## config.mk

```make
export PLATFORM = sky130hd
export DESIGN_NAME = wait_state_ctrl
export DESIGN_NICKNAME = d
export VERILOG_FILES = /design/src/rtl/ibmpc_bus_pkg.sv /design/src/rtl/ws_counter.sv /design/src/rtl/wait_state_ctrl.sv
export SDC_FILE = /design/constraint.sdc
export NUM_CORES = 1
export LEC_CHECK = 0
export CORE_MARGIN = 2
export CORE_UTILIZATION = 25
export CTS_BUF_LIST = sky130_fd_sc_hd__clkbuf_4 sky130_fd_sc_hd__clkbuf_8
export DETAILED_ROUTE_END_ITERATION = 10
export GPL_TIMING_DRIVEN = 0
export SYNTH_ARGS = -nofsm -noshare
export SYNTH_HDL_FRONTEND = slang
export SYNTH_SLANG_ARGS = --single-unit
```

## constraint.sdc

```tcl
create_clock -name clk -period 1.8 [get_ports clk]
set_input_delay 0.54 -clock clk [delete_from_list [all_inputs] [get_ports clk]]
set_output_delay 0.54 -clock clk [all_outputs]
set_load 0.05 [all_outputs]
```

## src/rtl/ibmpc_bus_pkg.sv

```systemverilog
// ibmpc_bus_pkg: shared encodings for the IBM PC CPU bus slice
// (bus-cycle types and wait-state controller FSM states).
package ibmpc_bus_pkg;

  typedef enum logic [1:0] {
    CYC_MEM  = 2'b00,
    CYC_IO   = 2'b01,
    CYC_INTA = 2'b10,
    CYC_HALT = 2'b11
  } cyc_type_e;

  typedef enum logic [2:0] {
    IDLE = 3'd0,
    WAIT = 3'd1,
    EXT  = 3'd2,
    DONE = 3'd3,
    HOLD = 3'd4
  } ws_state_e;

endpackage

```

## src/rtl/ws_counter.sv

```systemverilog
// ws_counter: loadable wait-state down-counter; last flags the final
// programmed wait clock (count == 1).
module ws_counter #(
  parameter int CNT_W = 4
) (
  input  logic             clk,
  input  logic             rst,
  input  logic             load,
  input  logic [CNT_W-1:0] load_val,
  input  logic             dec,
  output logic [CNT_W-1:0] count,
  output logic             last
);

  localparam logic [CNT_W-1:0] ONE = CNT_W'(1'b1);

  // Load wins over decrement so a new cycle always starts from its full count.
  always_ff @(posedge clk) begin
    if (rst) begin
      count <= '0;
    end else if (load) begin
      count <= load_val;
    end else if (dec) begin
      count <= count - ONE;
    end else begin
      count <= count;
    end
  end

  assign last = (count == ONE);

endmodule

```

## src/rtl/wait_state_ctrl.sv

```systemverilog
// wait_state_ctrl: drives 8284A RDY1/AEN1 with per-cycle-type wait states,
// io_ch_rdy stretching and DMA hold. Define WAIT_TIMEOUT_EN for the EXT watchdog.
module wait_state_ctrl
  import ibmpc_bus_pkg::*;
#(
  parameter int MEM_WAITS  = 0,
  parameter int IO_WAITS   = 1,
  parameter int INTA_WAITS = 1,
  parameter int CNT_W      = 4,
  parameter int TIMEOUT    = 255
) (
  input  logic       clk,
  input  logic       rst,
  input  logic       ale,
  input  logic [1:0] cyc_type,
  input  logic       io_ch_rdy,
  input  logic       cyc_end,
  input  logic       hlda,
  output logic       rdy1,
  output logic       aen1_n,
  output logic       wait_active
`ifdef WAIT_TIMEOUT_EN
  ,
  output logic       timeout_err
`endif
);

  // Reject parameter sets the counter or watchdog cannot represent.
  if (MEM_WAITS >= (32'd1 << CNT_W) || IO_WAITS >= (32'd1 << CNT_W) ||
      INTA_WAITS >= (32'd1 << CNT_W) || TIMEOUT < 32'sd1 || TIMEOUT > 32'sd255) begin : g_bad_cfg
    $error("wait_state_ctrl: wait counts or TIMEOUT out of range");
  end

  ws_state_e        state_r;
  logic             load_s;
  logic             dec_s;
  logic             cnt_last_s;
  logic [CNT_W-1:0] load_val_s;
  logic [CNT_W-1:0] cnt_s;

`ifdef WAIT_TIMEOUT_EN
  localparam logic [7:0] TIMEOUT_W = 8'(TIMEOUT);
  logic [7:0] wd_r;
`endif

  function automatic logic [CNT_W-1:0] waits_for(input logic [1:0] t);
    case (t)
      CYC_MEM:  waits_for = CNT_W'(MEM_WAITS);
      CYC_IO:   waits_for = CNT_W'(IO_WAITS);
      CYC_INTA: waits_for = CNT_W'(INTA_WAITS);
      default:  waits_for = '0;
    endcase
  endfunction

  // A new bus cycle is accepted only from IDLE, never for halt, and never against hlda.
  always_comb begin
    load_s     = 1'b0;
    load_val_s = waits_for(cyc_type);
    if (state_r == IDLE && ale && !hlda && cyc_type != CYC_HALT) begin
      load_s = 1'b1;
    end else begin
      load_s = 1'b0;
    end
  end

  assign dec_s = (state_r == WAIT) && (cnt_s != '0);

  ws_counter #(
    .CNT_W(CNT_W)
  ) u_cnt (
    .clk     (clk),
    .rst     (rst),
    .load    (load_s),
    .load_val(load_val_s),
    .dec     (dec_s),
    .count   (cnt_s),
    .last    (cnt_last_s)
  );

  // Bus-cycle FSM; outputs are registered one edge behind the state they reflect.
  always_ff @(posedge clk) begin
    if (rst) begin
      state_r     <= IDLE;
      rdy1        <= 1'b1;
      aen1_n      <= 1'b0;
      wait_active <= 1'b0;
`ifdef WAIT_TIMEOUT_EN
      timeout_err <= 1'b0;
      wd_r        <= 8'd0;
`endif
    end else begin
`ifdef WAIT_TIMEOUT_EN
      timeout_err <= 1'b0;
      if (state_r != EXT) wd_r <= 8'd0;
`endif
      case (state_r)
        IDLE: begin
          rdy1        <= 1'b1;
          aen1_n      <= 1'b0;
          wait_active <= 1'b0;
          if (hlda) state_r <= HOLD;
          else if (load_s) state_r <= (load_val_s != '0) ? WAIT : EXT;
          else state_r <= IDLE;
        end
        WAIT: begin
          rdy1        <= 1'b0;
          aen1_n      <= 1'b0;
          wait_active <= 1'b1;
          if (cnt_last_s || cnt_s == '0) state_r <= EXT;
          else state_r <= WAIT;
        end
        EXT: begin
          aen1_n <= 1'b0;
          if (io_ch_rdy) begin
            state_r     <= DONE;
            rdy1        <= 1'b1;
            wait_active <= 1'b0;
          end
`ifdef WAIT_TIMEOUT_EN
          else if (wd_r + 8'd1 == TIMEOUT_W) begin
            state_r     <= DONE;
            rdy1        <= 1'b1;
            wait_active <= 1'b0;
            timeout_err <= 1'b1;
          end
`endif
          else begin
            state_r     <= EXT;
            rdy1        <= 1'b0;
            wait_active <= 1'b1;
`ifdef WAIT_TIMEOUT_EN
            wd_r        <= wd_r + 8'd1;
`endif
          end
        end
        DONE: begin
          rdy1        <= 1'b1;
          aen1_n      <= 1'b0;
          wait_active <= 1'b0;
          if (cyc_end) state_r <= IDLE;
          else state_r <= DONE;
        end
        HOLD: begin
          rdy1        <= 1'b1;
          aen1_n      <= 1'b1;
          wait_active <= 1'b0;
          if (!hlda) state_r <= IDLE;
          else state_r <= HOLD;
        end
        default: begin
          state_r     <= IDLE;
          rdy1        <= 1'b1;
          aen1_n      <= 1'b0;
          wait_active <= 1'b0;
        end
      endcase
    end
  end

endmodule
```

Yosys cells after proc, flatten, opt, wreduce, memory -nomap -nowiden
Index checks and enable logic that the tools add are counted.
- flip-flop bits (word level): 10
- output and inout bits: 3
- add/sub/neg operators: 1
- equal/unequal tests: 8
- mux-type cells: 17
- reductions and logical operators: 12
- operators by type and width (kind ; count):
    3-bit case mux with 5 select lines ; 1
    2-bit 2-to-1 mux ; 4
    4-bit 2-to-1 mux ; 2
    4-bit nonzero test ; 2
    3-bit by 2-bit == test with 1-bit output, second input constant ; 2
    1-bit 2-to-1 mux ; 6
    3-bit 2-to-1 mux ; 2
    4-bit by 1-bit == test with 1-bit output, second input constant ; 1
    1-bit logical AND ; 4
    4-bit logical NOT ; 1
    1-bit case mux with 2 select lines ; 2
    4-bit by 1-bit subtractor with 4-bit output, second input constant ; 1
    3-bit by 1-bit == test with 1-bit output, second input constant ; 1
    3-bit == test, second input constant ; 1
    3-bit logical NOT ; 1
    2-bit by 1-bit == test with 1-bit output, second input constant ; 1
    2-bit == test, second input constant ; 1
    2-bit != test, second input constant ; 1
    2-bit nonzero test ; 1
    2-bit OR reduction ; 1
    1-bit logical NOT ; 1
    1-bit logical OR ; 1

Depth between registers and ports, before layout
Gate-level depths: netlist of the first run.
- depth after elaboration: 8
- mapped depth: 5

By module
Synthesis of the first run repeated with hierarchy kept, for this count alone.
- cell total of the unflattened synthesis: 61
- area, all modules: 545.5 sq um
- by module, submodules not included (module ; instances ; cells an instance ; area each (sq um)):
    wait_state_ctrl ; 1 ; 34 ; 299.0
    ws_counter ; 1 ; 27 ; 246.5

Worst setup path after synthesis of the first run
OpenSTA, ideal clock, no wires.
- path kind: input-to-reg
- start: in cyc_type[0]
- end: reg u_cnt.count[0]
- data arrival time: 1603 ps
- slack: 106 ps
- stages on the path: 4
- cell sequence: ha_1 or4b_1 or2_0 a311oi_1
- cells in the longest elaborated chain, start to end: 4
- RTL lines (what ; line ; source):
    start, declared ; wait_state_ctrl.sv:15 ; input logic [1:0] cyc_type,
    2-bit == test, or another cell as far along ; wait_state_ctrl.sv:47 ; case (t)
    2-bit OR reduction (no line) or 1-bit logical AND (tied branches) ; n/a ;
    1-bit 2-to-1 mux (on tied branches) ; wait_state_ctrl.sv:47, wait_state_ctrl.sv:59 ;
    4-bit 2-to-1 mux or 2-bit nonzero test (tied branches) ; n/a ;
    end signal, assigned ; ws_counter.sv:22 ; count <= load_val;
    end signal, assigned ; ws_counter.sv:24 ; count <= count - ONE;
    end signal, assigned ; ws_counter.sv:26 ; count <= count;
    end, declared ; ws_counter.sv:11 ; output logic [CNT_W-1:0] count,
Several ways; a longest one is shown, not always the timed one.
A chain may end at the register's enable or synchronous reset.

Worst setup path in the final report of the first run
- start: in cyc_type[1]
- end: reg u_cnt.count[0]
Same word-level chain as after synthesis.

==> results of run 1 <==
[report_power, final]
| group | internal, W | total (W) | leakage [nW] | switching [W] |
|---|---|---|---|---|
| Clock | 0.0000772 | 0.000152 | 0.0138 | 0.0000743 |
| Combinational | 0.0000434 | 0.0000909 | 0.195 | 0.0000475 |
| Sequential | 0.000232 | 0.000242 | 0.0813 | 0.0000107 |
| Total | 0.000352 | 0.000485 | 0.291 | 0.000133 |
[per-stage QoR]
step	utilization [%]	worst slack (ns)	setup TNS [ns]	area [um2]
global placement	33.2	-0.395	-1.97	646
detailed placement	33.2	-0.400	-2.03	646
CTS	34.4	-0.0876	-0.239	668
global route	35.4	0.0627	0	687
finish	35.4	0.142	0	687
floorplan	-	0.106	0	512
[worst reg2reg max path: cells and delay by family (launching register included)]
kind	cells	cell delay, ns
adder cells (fa/ha/maj)	1	0.22
buffers and inverters	1	0.10
AND/OR/NAND/NOR	1	0.52
AO/OA/AOI/OAI	2	0.39
flip-flops	1	0.32
[cell usage after synthesis]
| cell type | number | area (um2) |
|---|---|---|
| nor2_1 | 3 | 11.3 |
| nand3_1 | 1 | 5.00 |
| a311oi_1 | 2 | 17.5 |
| or2_0 | 1 | 6.26 |
| o21ai_0 | 2 | 10.0 |
| or4b_1 | 2 | 20.0 |
| a21oi_1 | 4 | 20.0 |
| nor4_1 | 1 | 6.26 |
| or2_2 | 1 | 6.26 |
| inv_1 | 5 | 18.8 |
| clkbuf_1 | 1 | 3.75 |
| a21o_1 | 1 | 7.51 |
| nor3_1 | 3 | 15.0 |
| o21bai_1 | 1 | 7.51 |
| nand4b_1 | 1 | 8.76 |
| dfxtp_1 | 10 | 200 |
| o31a_1 | 3 | 26.3 |
| nor3b_2 | 1 | 12.5 |
| and2_1 | 2 | 12.5 |
| or3b_2 | 1 | 8.76 |
| a211oi_1 | 1 | 7.51 |
| or3b_4 | 1 | 11.3 |
| mux2i_1 | 1 | 10.0 |
| a2111oi_0 | 1 | 8.76 |
| or3_1 | 2 | 12.5 |
| ha_1 | 3 | 37.5 |
[layer usage]
metal | vias up | part of all wire, %
met5 | - | 0
met4 | 0 | 1.4
met3 | 2 | 4.0
met2 | 8 | 46
met1 | 207 | 49
li1 | 234 | -
[repair_timing]
action / in CTS / in global routing
setup endpoints to repair: 8 / 5
resized for setup: 4 / 6
hold endpoints to repair: 0 / 0
gates cloned: 0 / 0
pin swaps: 0 / 4
[registers in the layout (all words and copies together) (netlist names)]
signal / count
wait_active: 1
rdy1: 1
u_cnt.count: 4
aen1_n: 1
state_r: 3
[cells in the final DEF (no fill, tap or decap)]
| cell type | synthesis | final |
|---|---|---|
| dfxtp_1 | 10 | 10 |
| inv_1 | 5 | 5 |
| a21oi_1 | 4 | 4 |
| dlymetal6s2s_1 | 0 | 4 |
| nor2_1 | 3 | 3 |
| nor3_1 | 3 | 3 |
| o31a_1 | 3 | 3 |
| clkbuf_4 | 0 | 3 |
| clkdlybuf4s50_1 | 0 | 3 |
| dlygate4sd2_1 | 0 | 3 |
| or3_1 | 2 | 2 |
| and2_1 | 2 | 2 |
| o21ai_0 | 2 | 2 |
| ha_1 | 3 | 2 |
| nor3b_2 | 1 | 1 |
| or3b_2 | 1 | 1 |
| or2_2 | 1 | 1 |
| clkbuf_1 | 1 | 1 |
| or4b_4 | 0 | 1 |
| o21bai_1 | 1 | 1 |
| a311oi_1 | 2 | 1 |
| mux2i_1 | 1 | 1 |
| or3b_4 | 1 | 1 |
| or4b_1 | 2 | 1 |
| or2_0 | 1 | 1 |
| a21o_1 | 1 | 1 |
| nand3_1 | 1 | 1 |
| a311oi_2 | 0 | 1 |
| a211oi_1 | 1 | 1 |
| nor4_1 | 1 | 1 |
| a2111oi_0 | 1 | 1 |
| nand4b_1 | 1 | 1 |
| ha_2 | 0 | 1 |
[final timing paths]
path	depth (start not counted)	end	slack, ns
worst min register to register	2	u_cnt.count[3]$_SDFFE_PP0P_	0.54
worst max register to register	5	u_cnt.count[0]$_SDFFE_PP0P_	0.17
worst max-delay path	5	u_cnt.count[0]$_SDFFE_PP0P_	0.14
worst min-delay path	2	state_r[2]$_SDFF_PP0_	0.53
[layout make-up]
type	count	area (um2)
Sequential cell	10	200
Clock buffer	3	22.5
Tap cell	27	33.8
Buffer	1	3.75
Inverter	5	18.8
Timing Repair Buffer	10	106
Fill cell	215	1250
Multi-Input combinational cell	39	302
[logic make-up after synthesis]
group,count (synthesis),synth area share [%]
simple gates,20,26.7
fa+ha+maj,3,7.34
buf+inv,6,4.40
flops,10,39.1
compound gates,15,20.5
mux,1,1.96
==> flow_summary_export.csv, run 1 <==
group,metric,value,unit
run_status,outcome,"completed",
global_routing,use_met3,3.68,%
power,p_leak,0.291,nW
final_layout,area_delta_synth_final,34.2,%
clocking,clock_sinks,10,
sta,hold_slack,0.530,ns
worst_hold_path,min_from,"hlda",
global_routing,use_met1,12.4,%
global_routing,overflow,0,
critical_path,max_stage_delay,0.52,ns
die,die_w,49.2,um
power,vdd_drop_max,0.415,mV
clocking,numCtsBuffers,3,
sta,worst_pin_slew,0.492,ns
synthesis,syn_area,512,um2
sta,setup_violations,0,
sta,max_freq,0.603,GHz
placed_design,hpwl,751,um
die,core_area,1940,um2
synthesis,avgSynthCellArea,9.30,um2
global_routing,grt_pass1_vias,427,
global_routing,use_met2,13.7,%
clocking,clkTransAtPathRegs,0.06,ns
clocking,clkLatencyLatePin,0.26,ns
global_routing,grt.busiest_layer,"met2",
critical_path,worst-endpoint-required,1.98,ns
drt,drc,0,
flow_run,maxCapViolCount,0,
global_routing,grt_antenna_before_repair,0,
sta,max-slew-margin-rel,67.3,%
drt,first_pass_iters,4,
critical_path,crit_start,"cyc_type[1]",
power,p_per_area,706,nW/um2
critical_path,r2r_start,"u_cnt.count[0]$_SDFFE_PP0P_",
placed_design,port_buffers,10,
die,die_height,49.2,um
critical_path,worstSetupEndpointType,"register",
drt,routedWlPerCell,10.4,um
clocking,cts_root_buf,"clkbuf_4",
synthesis,yosysWarnings,0,
power,p_total,0.000485,W
sta,finalCritPeriodShare,92.1,%
critical_path,path_cells,"dlymetal6s2s_1 > ha_2 > or4b_4 > or2_0 > a311oi_2",
sta,period_needed,1.66,ns
placed_design,globalplace.congestion,0.707,
drt,num_vias,451,
sta,fin_skew,0.00258,ns
final_layout,nets,81,
synthesis,syn_nets,66,
clocking,cts_tree,"built",
clocking,cts_setup_buffers,0,
clocking,clk_path_buf_depth,2,
critical_path,cp_num_buf_inv,1,
worst_hold_path,hp-class,"input port to register",
die,num_io_pins,11,
final_layout,fin_cells,95,
clocking,hold_buffers,0,
sta,hold_violations,0,
sta,rsz0062_at_grt,"false",
final_layout,antenna_cells,0,
drt,wl,984,um
critical_path,critPathSlowestCell,"or4b_4",
die,placementRows,16,
critical_path,arrival,1.84,ns
placed_design,placed_cells,92,
final_layout,drive_above_1_share,14.7,%
drt,drtAntennaViolNets,0,
die,start_util,26.4,%
synthesis,synth_cells,55,
global_routing,grt_max_degree,10,
drt,drt-initial-drc-count,1,
global_routing,grt_pass1_wl,1770,um
global_routing,grtUsageTotal,9.34,%
synthesis,ys_types,26,
critical_path,critPathLaunchType,"input port",
synthesis,ys_seq_elements,10,
clocking,ctsHtreeMaxLevel,1,
synthesis,synth-seq-area-share,39.1,%
drt,viasPerCell,4.75,
critical_path,critPathKind,"input port to register",
critical_path,critPathMaxFanout,4,
sta,slew_viol_final,0,
critical_path,crit_family,"simple AND/OR/NAND/NOR gates",
die,dieArea,2430,um2
Note: power is estimated with default switching activity, not from simulation.
==> run 2: changes to the inputs <==
Settings changed: ABC_CLOCK_PERIOD_IN_PS set to 1800, CELL_PAD_IN_SITES_DETAIL_PLACEMENT set to 0, CELL_PAD_IN_SITES_GLOBAL_PLACEMENT set to 1, PLACE_DENSITY_LB_ADDON set to 0.1, REMOVE_ABC_BUFFERS set to 1.
==> run 2 against run 1 <==
Compared with the run above:
- first-iteration DRC count unchanged
- die area did not move
- setup slack got worse by 0.065 ns
- highest routed layer unchanged
- clock power about the same
- combinational power is 2% higher
- sequential power hardly changed
- routed wire length down 0.71%
- critical path type unchanged
- hold slack improved by 0.00091 ns
- global-route usage is 0.30 points higher
- cell count unchanged
- critical path depth is 1 higher
==> flow_summary_export.csv, run 2 (synthesis results as in run 1) <==
group,metric,value,unit
run_status,outcome,"completed",
global_routing,grt_pass1_wl,1730,um
die,core_area,1940,um2
sta,fin_skew,0.00403,ns
drt,num_vias,433,
final_layout,nets,81,
clocking,cts_root_buf,"clkbuf_4",
die,dieArea,2430,um2
final_layout,utilization,35.2,%
global_routing,grtUsageTotal,9.63,%
drt,drt-initial-drc-count,1,
critical_path,max_stage_delay,0.52,ns
die,num_io_pins,11,
final_layout,final_common_cell,"dfxtp_1",
power,power.internal,0.000354,W
global_routing,grt_max_degree,10,
drt,viasPerCell,4.56,
sta,period_needed,1.72,ns
power,vdd_drop_max,0.387,mV
final_layout,area_delta_synth_final,33.5,%
worst_hold_path,min_from,"u_cnt.count[1]$_SDFFE_PP0P_",
power,switching_share,26.9,%
clocking,ctsHtreeMaxLevel,1,
placed_design,hpwl,758,um
sta,max_freq,0.580,GHz
critical_path,path_cells,"dlygate4sd2_1 > ha_2 > or4b_4 > buf_4 > o21bai_4 > a311oi_1",
die,start_util,26.4,%
power,p_seq_share,50.1,%
final_layout,antenna_cells,0,
sta,slew_viol_final,0,
critical_path,r2r_start,"u_cnt.count[0]$_SDFFE_PP0P_",
power,pwr-share-clk,30.7,%
critical_path,crit_family,"simple AND/OR/NAND/NOR gates",
final_layout,final_area,683,um2
critical_path,critPathLaunchType,"input port",
clocking,clock_sinks,10,
final_layout,largest-register,"u_cnt.count",
placed_design,dpl_cell_area,642,um2
clocking,numCtsBuffers,3,
power,p_switching,0.000130,W
critical_path,worst-endpoint-required,1.93,ns
placed_design,port_buffers,10,
power,p_leak,0.262,nW
sta,setup_violations,0,
final_layout,largest_reg_flops,4,
drt,drtAntennaViolNets,0,
sta,finalCritPeriodShare,95.7,%
worst_hold_path,hp-class,"register to register",
critical_path,arrival,1.85,ns
critical_path,critPathKind,"input port to register",
drt,routedWlPerCell,10.3,um
critical_path,crit_start,"cyc_type[1]",
global_routing,overflow,0,
final_layout,n_fill_cell,214,
critical_path,worstSetupEndpointType,"register",
clocking,clkLatencyLatePin,0.26,ns
clocking,clkTransAtPathRegs,0.06,ns
drt,wl,977,um
clocking,clk_path_buf_depth,2,
die,die_height,49.2,um
sta,rsz0062_at_grt,"false",
sta,max-slew-margin-rel,67.6,%
global_routing,grt_pass1_vias,406,
power,p_comb_share,19.2,%
sta,worst_pin_slew,0.488,ns
critical_path,cp_num_buf_inv,2,
flow_run,maxCapViolCount,0,
final_layout,reg_top3,"u_cnt.count (4), state_r (3)",
power,p_total,0.000484,W
drt,first_pass_iters,3,
die,die_w,49.2,um
critical_path,critPathMaxFanout,4,
sta,hold_violations,0,
final_layout,drive_above_1_share,16.2,%
clocking,hold_buffers,0,
clocking,cts_tree,"built",
final_layout,final_cell_mix,"dfxtp_1, inv_1, clkdlybuf4s50_1, dlygate4sd2_1, a21oi_1",
critical_path,critPathSlowestCell,"or4b_4",
power,p_per_area,708,nW/um2
global_routing,grt_antenna_before_repair,0,
drt,drc,0,
die,placementRows,16,
placed_design,globalplace.congestion,0.672,
sta,tns,0,ns
[run 2: cell types whose count changed in the layout (fill, tap and decap cells not counted), sizes merged]
cell	change
dlymetal6s2s	-4
clkdlybuf4s50	+2
buf	+1
clkbuf	-1
dlygate4sd2	+2
[run 2: area by class of cell]
class | instances | area, um2 | share of cell area (%)
Multi-Input combinational cell | 39 | 307 | 44.9
Sequential cell | 10 | 200 | 29.3
Timing Repair Buffer | 11 | 101 | 14.8
Tap cell | 27 | 33.8 | 4.95
Clock buffer | 3 | 22.5 | 3.30
Inverter | 5 | 18.8 | 2.75
[run 2: worst paths after layout]
kind         slack [ns]  depth (start not counted)                     endpoint
max                0.08                          6  u_cnt.count[1]$_SDFFE_PP0P_
min                0.53                          2  u_cnt.count[1]$_SDFFE_PP0P_
max reg2reg        0.16                          5  u_cnt.count[0]$_SDFFE_PP0P_
min reg2reg        0.53                          2  u_cnt.count[1]$_SDFFE_PP0P_
[run 2: through the flow]
| step | setup slack (ns) | hold slack, ns | instances |
|---|---|---|---|
| floorplan | 0.106 | 0.491 | 54 |
| global placement | -0.417 | 0.519 | 91 |
| detailed placement | -0.397 | 0.528 | 91 |
| CTS | 0.0458 | 0.535 | 95 |
| global route | 0.0140 | 0.560 | 95 |
| finish | 0.0771 | 0.531 | 95 |
[run 2: what timing repair did]
action                                 CTS  global route
resized for setup                        9             0
setup endpoints to repair                8             1
endpoints found under the hold margin    0             0
pin swaps                                5             1
setup buffers                            1             0
[run 2: metal layers]
layer	share of wire (%)	global-route usage [%]	vias up	wire length, um
met1	51	12.1	189	500
li1	-	-	231	-
met5	0	0	-	0
met2	42	13.1	10	412
met4	2.3	7.14	0	22
met3	4.3	3.68	3	42
[run 2: worst reg2reg max path, stage by stage, from the launching register on]
cell	delay, ns
dfxtp_1	0.32
inv_1	0.09
ha_1	0.20
or3b_2	0.52
a21o_1	0.20
a311oi_1	0.22
[run 2: power by group through the flow]
stage / Sequential [W] / Combinational (W) / Clock [W]
global route: 0.000244 / 0.000104 / 0.000171
global placement: 0.000248 / 0.0000903 / 0
floorplan: 0.000257 / 0.0000460 / 0
detailed placement: 0.000248 / 0.0000899 / 0
CTS: 0.000243 / 0.0000943 / 0.000156
finish: 0.000243 / 0.0000928 / 0.000149
==> run 3: changes to the inputs <==
Settings changed: PLACE_DENSITY_LB_ADDON 0.1 to 0.3, SLEW_MARGIN set to 20.
==> run 3 against run 2 <==
Compared with the run above:
- die area did not move
- critical path depth fell by 2
- sequential power barely moved
==> flow_summary_export.csv, run 3 (synthesis results as in run 1) <==
group,metric,value,unit
critical_path,critPathMaxFanout,3,
power,p_leak,0.286,nW
drt,routedWlPerCell,10.3,um
placed_design,placed_cells,91,
die,start_util,26.4,%
critical_path,critPathKind,"input port to register",
worst_hold_path,hp-class,"input port to register",
final_layout,drive_above_1_share,16.2,%
clocking,cts_tree,"built",
die,die_height,49.2,um
critical_path,critPathSlowestCell,"or4b_4",
sta,final.setup.worst_slack,0.0660,ns
drt,num_vias,433,
sta,tns,0,ns
die,die_w,49.2,um
drt,drtAntennaViolNets,0,
critical_path,crit_family,"simple AND/OR/NAND/NOR gates",
final_layout,regArea,200,um2
critical_path,worst-endpoint-required,1.97,ns
drt,wl_met2,418,um
final_layout,nets,81,
drt,wl,983,um
die,core_area,1940,um2
drt,drc,0,
global_routing,grt_pass1_vias,391,
final_layout,antenna_cells,0,
clocking,cts_root_buf,"clkbuf_4",
placed_design,globalplace.congestion,0.720,
drt,met3_length,40,um
final_layout,utilization,35.3,%
critical_path,max_stage_delay,0.46,ns
run_status,outcome,"completed",
power,p_switching,0.000126,W
clocking,clock_sinks,10,
clocking,clkTransAtPathRegs,0.06,ns
critical_path,rrSetupSlack,0.19,ns
placed_design,port_buffers,10,
sta,worst_pin_slew,0.481,ns
placed_design,dp_slack,-0.389,ns
global_routing,grt_antenna_before_repair,0,
clocking,ctsHtreeMaxLevel,1,
sta,setup_violations,0,
drt,drt-initial-drc-count,7,
sta,fin_skew,0.00271,ns
drt,top_layer,"met4",
critical_path,worstSetupEndpointType,"register",
global_routing,grt_max_degree,10,
critical_path,critPathLaunchType,"input port",
final_layout,final_cell_mix,"dfxtp_1, inv_1, a21oi_1, clkdlybuf4s50_1",
sta,max_freq,0.577,GHz
sta,finalCritPeriodShare,96.3,%
final_layout,final_common_cell,"dfxtp_1",
drt,viasPerCell,4.56,
final_layout,n_fill_cell,208,
clocking,clk_path_buf_depth,2,
final_layout,area_delta_synth_final,34.0,%
power,vdd_drop_max,0.353,mV
final_layout,largest_reg_flops,4,
critical_path,path_cells,"clkdlybuf4s50_1 > or4b_4 > or2_0 > a311oi_1",
die,placementRows,16,
critical_path,arrival,1.90,ns
global_routing,overflow,0,
sta,max-slew-margin-rel,67.1,%
drt,first_pass_iters,3,
clocking,hold_buffers,0,
sta,rsz0062_at_grt,"false",
power,p_seq_share,50.6,%
power,power.internal,0.000353,W
global_routing,grt_pass1_wl,1640,um
power,switching_share,26.3,%
power,p_comb_share,19.0,%
clocking,clkLatencyLatePin,0.25,ns
flow_run,maxCapViolCount,0,
critical_path,cp_num_buf_inv,1,
final_layout,fin_cells,95,
die,num_io_pins,11,
sta,hold_violations,0,
final_layout,reg_top3,"u_cnt.count (4), state_r (3)",
final_layout,multi_input_area,299,um2
sta,slew_viol_final,0,
global_routing,grtUsageTotal,8.89,%
final_layout,largest-register,"u_cnt.count",
clocking,numCtsBuffers,3,
drt,met1_length,514,um
power,p_per_area,698,nW/um2
die,dieArea,2430,um2
placed_design,hpwl,757,um
sta,period_needed,1.73,ns
power,pwr-share-clk,30.4,%
[run 3: cell count changes in the layout (fill, tap and decap cells not counted), sizes merged]
cell / before / now
clkdlybuf4s50: 5 / 4
dlymetal6s2s: 0 / 3
dlygate4sd2: 5 / 3
[run 3: area by class of cell]
cell class / count / area share, %
multi-input combinational: 39 / 43.6
sequential: 10 / 29.2
timing repair buffer: 11 / 16.2
tap: 27 / 4.93
clock buffer: 3 / 3.28
inverter: 5 / 2.74
[run 3: per-stage QoR]
stage | hold WS (ns) | total power (W) | cell area [um2]
floorplan | 0.491 | 0.000303 | 508
finish | 0.534 | 0.000478 | 686
global placement | 0.515 | 0.000338 | 642
detailed placement | 0.525 | 0.000337 | 642
CTS | 0.532 | 0.000489 | 668
global route | 0.567 | 0.000507 | 686
[run 3: repair_timing]
action,in CTS,in global routing
buffers inserted,0,1
pin swaps,0,4
endpoints found under the setup margin,8,3
resized for setup,5,4
[run 3: final timing paths]
check	from	to	depth (start not counted)
worst min register to register	u_cnt.count[1]$_SDFFE_PP0P_	u_cnt.count[1]$_SDFFE_PP0P_	2
worst min-delay path	hlda	state_r[2]$_SDFF_PP0_	2
worst max register to register	u_cnt.count[0]$_SDFFE_PP0P_	u_cnt.count[0]$_SDFFE_PP0P_	5
worst max-delay path	ale	u_cnt.count[0]$_SDFFE_PP0P_	4
[run 3: power by group through the flow]
stage	registers [W]	logic (W)	clock network [W]
2_1_floorplan	0.000257	0.0000460	0
3_3_place_gp	0.000248	0.0000901	0
3_5_place_dp	0.000247	0.0000898	0
4_1_cts	0.000242	0.0000909	0.000156
5_1_grt	0.000244	0.000101	0.000162
6_report	0.000242	0.0000911	0.000145
[run 3: routing by layer]
metal,track usage [%],up-vias
met5,0,-
met4,5.71,0
met3,3.07,2
met2,11.9,9
met1,11.9,190
li1,-,232
